==> src/rtl/if_fetch_stage.sv <==
// if_fetch_stage: fetch PC, in-order imem requests, predictor steering, redirect flush and IF/ID queue.
// Define IF_BYPASS_EN to present a response to an empty queue on id_* in the same cycle.
module if_fetch_stage #(
  parameter logic [31:0] RESET_PC = 32'h0000_0000,
  parameter int QDEPTH = 2
) (
  input  logic        clk,
  input  logic        reset,
  output logic        imem_req_valid,
  input  logic        imem_req_ready,
  output logic [31:0] imem_req_addr,
  input  logic        imem_rsp_valid,
  input  logic [31:0] imem_rsp_data,
  output logic [31:0] pred_instr,
  output logic [31:0] pred_pc,
  input  logic [31:0] pre_pc,
  input  logic        redirect_valid,
  input  logic [31:0] redirect_pc,
  output logic        id_valid,
  input  logic        id_ready,
  output logic [31:0] id_instr,
  output logic [31:0] id_pc,
  output logic [31:0] id_pred_pc
);
  localparam int AW = $clog2(QDEPTH);
  localparam int CW = AW + 1;
  logic [31:0] fetch_pc;
  logic [31:0] ifq [QDEPTH];
  logic [31:0] q_pc [QDEPTH];
  logic [31:0] q_instr [QDEPTH];
  logic [31:0] q_pred [QDEPTH];
  logic [AW-1:0] ifq_wr, ifq_rd, q_hd, q_tl;
  logic [CW-1:0] outstanding, drop_cnt, qcount, out_next;
  logic acc, take, taken, bypass, q_deq, enq;
  // outstanding + queued never exceeds QDEPTH, so the queue cannot overflow
  assign imem_req_valid = !reset && !redirect_valid &&
                          ({1'b0, outstanding} + {1'b0, qcount} < (CW+1)'(QDEPTH));
  assign imem_req_addr = fetch_pc & ~32'h3;
  assign acc = imem_req_valid && imem_req_ready;
  assign take = !reset && imem_rsp_valid && drop_cnt == '0;
  assign pred_instr = imem_rsp_data;
  assign pred_pc = ifq[ifq_rd];
  assign taken = take && pre_pc != pred_pc + 32'd4;
  assign out_next = outstanding + CW'(acc) - CW'(imem_rsp_valid);
`ifdef IF_BYPASS_EN
  assign bypass = take && qcount == '0;
`else
  assign bypass = 1'b0;
`endif
  assign id_valid = qcount != '0 || bypass;
  assign id_pc = bypass ? pred_pc : q_pc[q_hd];
  assign id_instr = bypass ? imem_rsp_data : q_instr[q_hd];
  assign id_pred_pc = bypass ? pre_pc : q_pred[q_hd];
  assign q_deq = qcount != '0 && id_ready;
  assign enq = take && !redirect_valid && !(bypass && id_ready);
  always_ff @(posedge clk or posedge reset)
    if (reset) begin
      fetch_pc <= RESET_PC;
      ifq_wr <= '0;
      ifq_rd <= '0;
      q_hd <= '0;
      q_tl <= '0;
      outstanding <= '0;
      drop_cnt <= '0;
      qcount <= '0;
      for (int i = 0; i < QDEPTH; i++) begin
        ifq[i] <= '0;
        q_pc[i] <= '0;
        q_instr[i] <= '0;
        q_pred[i] <= '0;
      end
    end else begin
      if (acc) begin
        ifq[ifq_wr] <= fetch_pc;
        ifq_wr <= ifq_wr + 1'b1;
      end
      if (imem_rsp_valid) ifq_rd <= ifq_rd + 1'b1;
      outstanding <= out_next;
      if (enq) begin
        q_pc[q_tl] <= pred_pc;
        q_instr[q_tl] <= imem_rsp_data;
        q_pred[q_tl] <= pre_pc;
        q_tl <= q_tl + 1'b1;
      end
      if (q_deq) q_hd <= q_hd + 1'b1;
      qcount <= redirect_valid ? '0 : qcount + CW'(enq) - CW'(q_deq);
      // everything still in flight after a redirect or taken steer is on the wrong path
      if (redirect_valid) begin
        q_hd <= '0;
        q_tl <= '0;
        fetch_pc <= redirect_pc & ~32'h3;
        drop_cnt <= out_next;
      end else if (taken) begin
        fetch_pc <= pre_pc;
        drop_cnt <= out_next;
      end else begin
        if (acc) fetch_pc <= fetch_pc + 32'd4;
        if (imem_rsp_valid && drop_cnt != '0) drop_cnt <= drop_cnt - 1'b1;
      end
    end
endmodule

==> config.mk <==
export PLATFORM = sky130hd
export DESIGN_NAME = if_fetch_stage
export DESIGN_NICKNAME = d
export VERILOG_FILES = /design/src/rtl/if_fetch_stage.sv
export SDC_FILE = /design/constraint.sdc
export NUM_CORES = 1
export LEC_CHECK = 0
export ABC_CLOCK_PERIOD_IN_PS = 11000
export BUFFER_PORTS_ARGS = -buffer_cell sky130_fd_sc_hd__buf_4
export CAP_MARGIN = 10
export CORE_UTILIZATION = 56
export DETAILED_ROUTE_END_ITERATION = 16
export GPL_TIMING_DRIVEN = 0
export PLACE_DENSITY = 0.92
export SLEW_MARGIN = 20
export SYNTH_ARGS = -nofsm -noshare
export SYNTH_HDL_FRONTEND = slang
export SYNTH_SLANG_ARGS = --single-unit
==> constraint.sdc <==
create_clock -name clk -period 11 [get_ports clk]
set_input_delay 0.55 -clock clk [delete_from_list [all_inputs] [get_ports clk]]
set_output_delay 0.55 -clock clk [all_outputs]
set_load 0.02 [all_outputs]
==> summary.md <==
| Metric | Value |
|---|---|
| Status | `finished, final reports clean` |
| First-pass GRT wire length | `68.1 mm` |
| Worst path max stage delay | `0.66 ns` |
| Syn Area/Cell | `11.3 sq um` |
| GRT met1 Usage | `0.384` |
| Root Buffer | `clkbuf_16` |
| Seq pwr share | `0.321` |
| Multi-input gate area | `6890 sq um` |
| Port Buffers | `291` |
| Number of hold buffers added after cts | `1` |
| Grt met3 use | `0.0584` |
| Share of cells above drive strength 1 | `0.416` |
| Final critical-path required period | `5.88 ns` |
| Final Net Count | `1794` |
| Final wirelength | `43.9 mm` |
| Post-CTS Setup Inserts | `0` |
| Global routing met2 resource utilization | `0.529` |
| Site Rows | `60` |
| Origin of the critical flop-to-flop path | `ifq_rd` |
| RSZ-0062 raised after global routing | `false` |
| Remaining global-route overflow | `0` |
| Req. time, crit path | `11.47 ns` |
| H-Tree Depth | `1` |
| Hold_sp | `redirect_pc[18]` |
| Clock Power Share | `0.197` |
| Worst ir drop on vdd | `199 uV` |
| Power per cell area | `288 nW/um^2` |
| Die Area | `28000 sq um` |
| WP data arrival | `6.35 ns` |
| Area contributors post-synth | `dfrtp_1, mux2_2, mux2i_1, xnor2_1, buf_4` |
| Core area | `26900 sq um` |
| # Max-Cap Violations | `0` |
| Clk slew on worst S/H paths | `0.06 ns` |
| TritonCTS clock tree | `done` |
| WS Path Type | `reg2reg` |
| I/O pin total | `296` |
| LEAKAGE | `0.00927 uW` |
| Cells after synthesis | `1354` |
| GR Util All Layers | `0.312` |
| Post-CTS Resized | `0` |
| Busiest layer in global routing | `met2` |
| Vias per cell | `5.87` |
| Largest net degree at the start of global routing | `101` |
| Worst Tran Pin Value | `1.05 ns` |
| Initial antenna violation count | `0` |
| Chip Height | `167 microns` |
| Clock Skew | `0.0243 ns` |
| Critical Path Start Type | `register` |
| DP Area | `18000 sq um` |
| Share of total power in combinational logic | `0.482` |
| CP top delay family | `simple AND/OR/NAND/NOR gates` |
| PnR worst setup slack | `5.12 ns` |
| Worst Setup End Kind | `register` |
| Area Growth Syn to Fin | `24.7%` |
| Clk buf depth | `3` |
| Max Fclk | `170 MHz` |
| Fin crit share | `0.534` |
| Internal power | `3330 uW` |
| GPL Wtd Cong | `0.942` |
| Crit. Startpoint | `ifq_rd` |
| Most frequent CP cell | `buf_2` |
| Total area of sequential cells | `7460 sq um` |
| Final hold viol count | `0` |
| Post-synth ARST share | `1.00` |
| Routed wire per std cell | `21.5 microns` |
| Detailed-route via count | `12000` |
| Synth cell types | `63` |
| Final HPWL DP | `32.0 mm` |
| Final setup viols | `0` |
| Latest clock arrival within the worst-skew pair | `0.57 ns` |
| Max transition margin | `0.302` |
| Post-synth top cells | `dfrtp_1, mux2_2, nand2_1` |
| Synth warn | `0` |
| Final Max Slew Viols | `0` |
| Min Hold Slack | `0.189 ns` |
| HP Class | `in2reg` |
| Switching share of power | `0.394` |
| Seq/Total Area, Yosys | `0.487` |
| Largest area contributor in the netlist | `dfrtp_1` |
| Num CTS Buffers | `31` |
| Die Width | `167 microns` |
| Sw power | `2160 uW` |
| Drt pass-1 iters | `6` |
| Buf+Inv Stages, Crit Path | `6` |
| Number of diodes | `0` |
| Iteration-0 DRC count of the detailed router | `1060` |
| Count leader, synth | `dfrtp_1` |
| Power Total | `5490 uW` |
| Starting Density | `0.570` |
| Final ANT Viol Nets | `0` |
| #FFs+latches synth | `298` |
| TritonCTS Sinks | `298` |
| Final instance area | `19100 sq um` |
| Drt drc | `0` |
| DP Worst Slack | `5.35 ns` |
| Top-area cell type share of the netlist area | `0.487` |
| Worst path cell trace | `buf_4, buf_6, buf_2, buf_2, mux2i_1, inv_1, ha_1, nand4_1, nor3_1, o2111ai_1, or4_1, a2bb2oi_1, nor4b_2, o2111ai_2, a21oi_2, clkbuf_1, nand2_1, o211ai_1` |
| Vias in the first global route | `12500` |
| Predominant post-synthesis flop cell | `dfrtp_1` |
| Post-synth EDFFs | `0` |
| Cell Area, Synth | `15300 sq um` |
| # fillers | `1843` |
| CP max-delay cell | `nor3_1` |
| Crit path max fanout | `10` |
-- per-stage QoR --
step | TNS (ns) | util | std cells
after detailed placement | 0 | 0.670 | 1990
after floorplan | 0 | - | 1355
final | 0 | 0.710 | 2048
after global placement | -357.15 | 0.667 | 1987
after global routing | 0 | 0.710 | 2048
after CTS | 0 | 0.710 | 2047
-- final timing paths --
check | to | slack [ns] | cells after the start
hold reg to reg | q_pc[4] | 0.47 | 2
setup reg to reg | fetch_pc[24] | 5.12 | 18
setup / recovery | fetch_pc[24] | 5.12 | 18
min in group asynchronous | fetch_pc[12] | 0.50 | 3
max in group asynchronous | q_instr[25] | 9.30 | 5
hold / removal | fetch_pc[18] | 0.19 | 3
-- layer usage --
| layer | up-vias | wire, microns |
|---|---|---|
| met2 | 611 | 21500 |
| li1 | 5326 | - |
| met4 | 0 | 2040 |
| met1 | 5934 | 16800 |
| met3 | 141 | 3560 |
| met5 | - | 0 |
-- sequential cells by signal, summed over array words and instances, names as in the netlist --
signal	flops
ifq	64
q_instr	64
q_pc	64
q_pred	64
fetch_pc	32
drop_cnt	2
outstanding	2
qcount	2
ifq_rd	1
ifq_wr	1
q_hd	1
q_tl	1
-- power by group through the flow --
stage | sequential (uW) | combinational (uW) | clock [uW]
2_1_floorplan | 1670 | 1710 | 0
3_3_place_gp | 1720 | 2530 | 0
3_5_place_dp | 1760 | 2610 | 0
4_1_cts | 1750 | 2640 | 1090
5_1_grt | 1800 | 2800 | 1140
6_report | 1760 | 2640 | 1080
-- worst reg2reg max path, cell delays in order, from the launching register on --
cell and delay, ns:
dfrtp_1 0.32, buf_4 0.17, buf_6 0.18, buf_2 0.38, buf_2 0.41, mux2i_1 0.18
inv_1 0.11, ha_1 0.25, nand4_1 0.10, nor3_1 0.66, o2111ai_1 0.47, or4_1 0.63
a2bb2oi_1 0.25, nor4b_2 0.30, o2111ai_2 0.38, a21oi_2 0.30, clkbuf_1 0.43, nand2_1 0.12
o211ai_1 0.14
-- logic make-up after synthesis --
group	after synthesis	share of synthesized area
simple gates	291	0.0894
mux	338	0.243
buf+inv	179	0.0632
other cells	1	0.000245
flops	298	0.487
compound gates	163	0.0660
xor+xnor	76	0.0435
fa+ha+maj	8	0.00703
-- area by class of cell --
type | count | area share
plain buffers | 132 | 0.0414
clock buffers | 42 | 0.0460
clock inverters | 14 | 0.00944
inverters | 47 | 0.00964
multi-input cells | 878 | 0.361
flip-flops and latches | 298 | 0.391
well taps | 341 | 0.0224
repair buffers | 296 | 0.120
-- layout by cell type (no fill, tap or decap), drive strengths merged, types with 10 or more instances in the layout --
cell type / n
a21oi: 45
and3: 10
buf: 378
clkbuf: 91
dfrtp: 298
inv: 48
mux2: 274
mux2i: 64
nand2: 130
nand3: 25
nand4: 17
nor2: 53
o211ai: 21
o21ai: 59
xnor2: 61
xor2: 15
No activity file was read; power rests on OpenSTA's default activity.
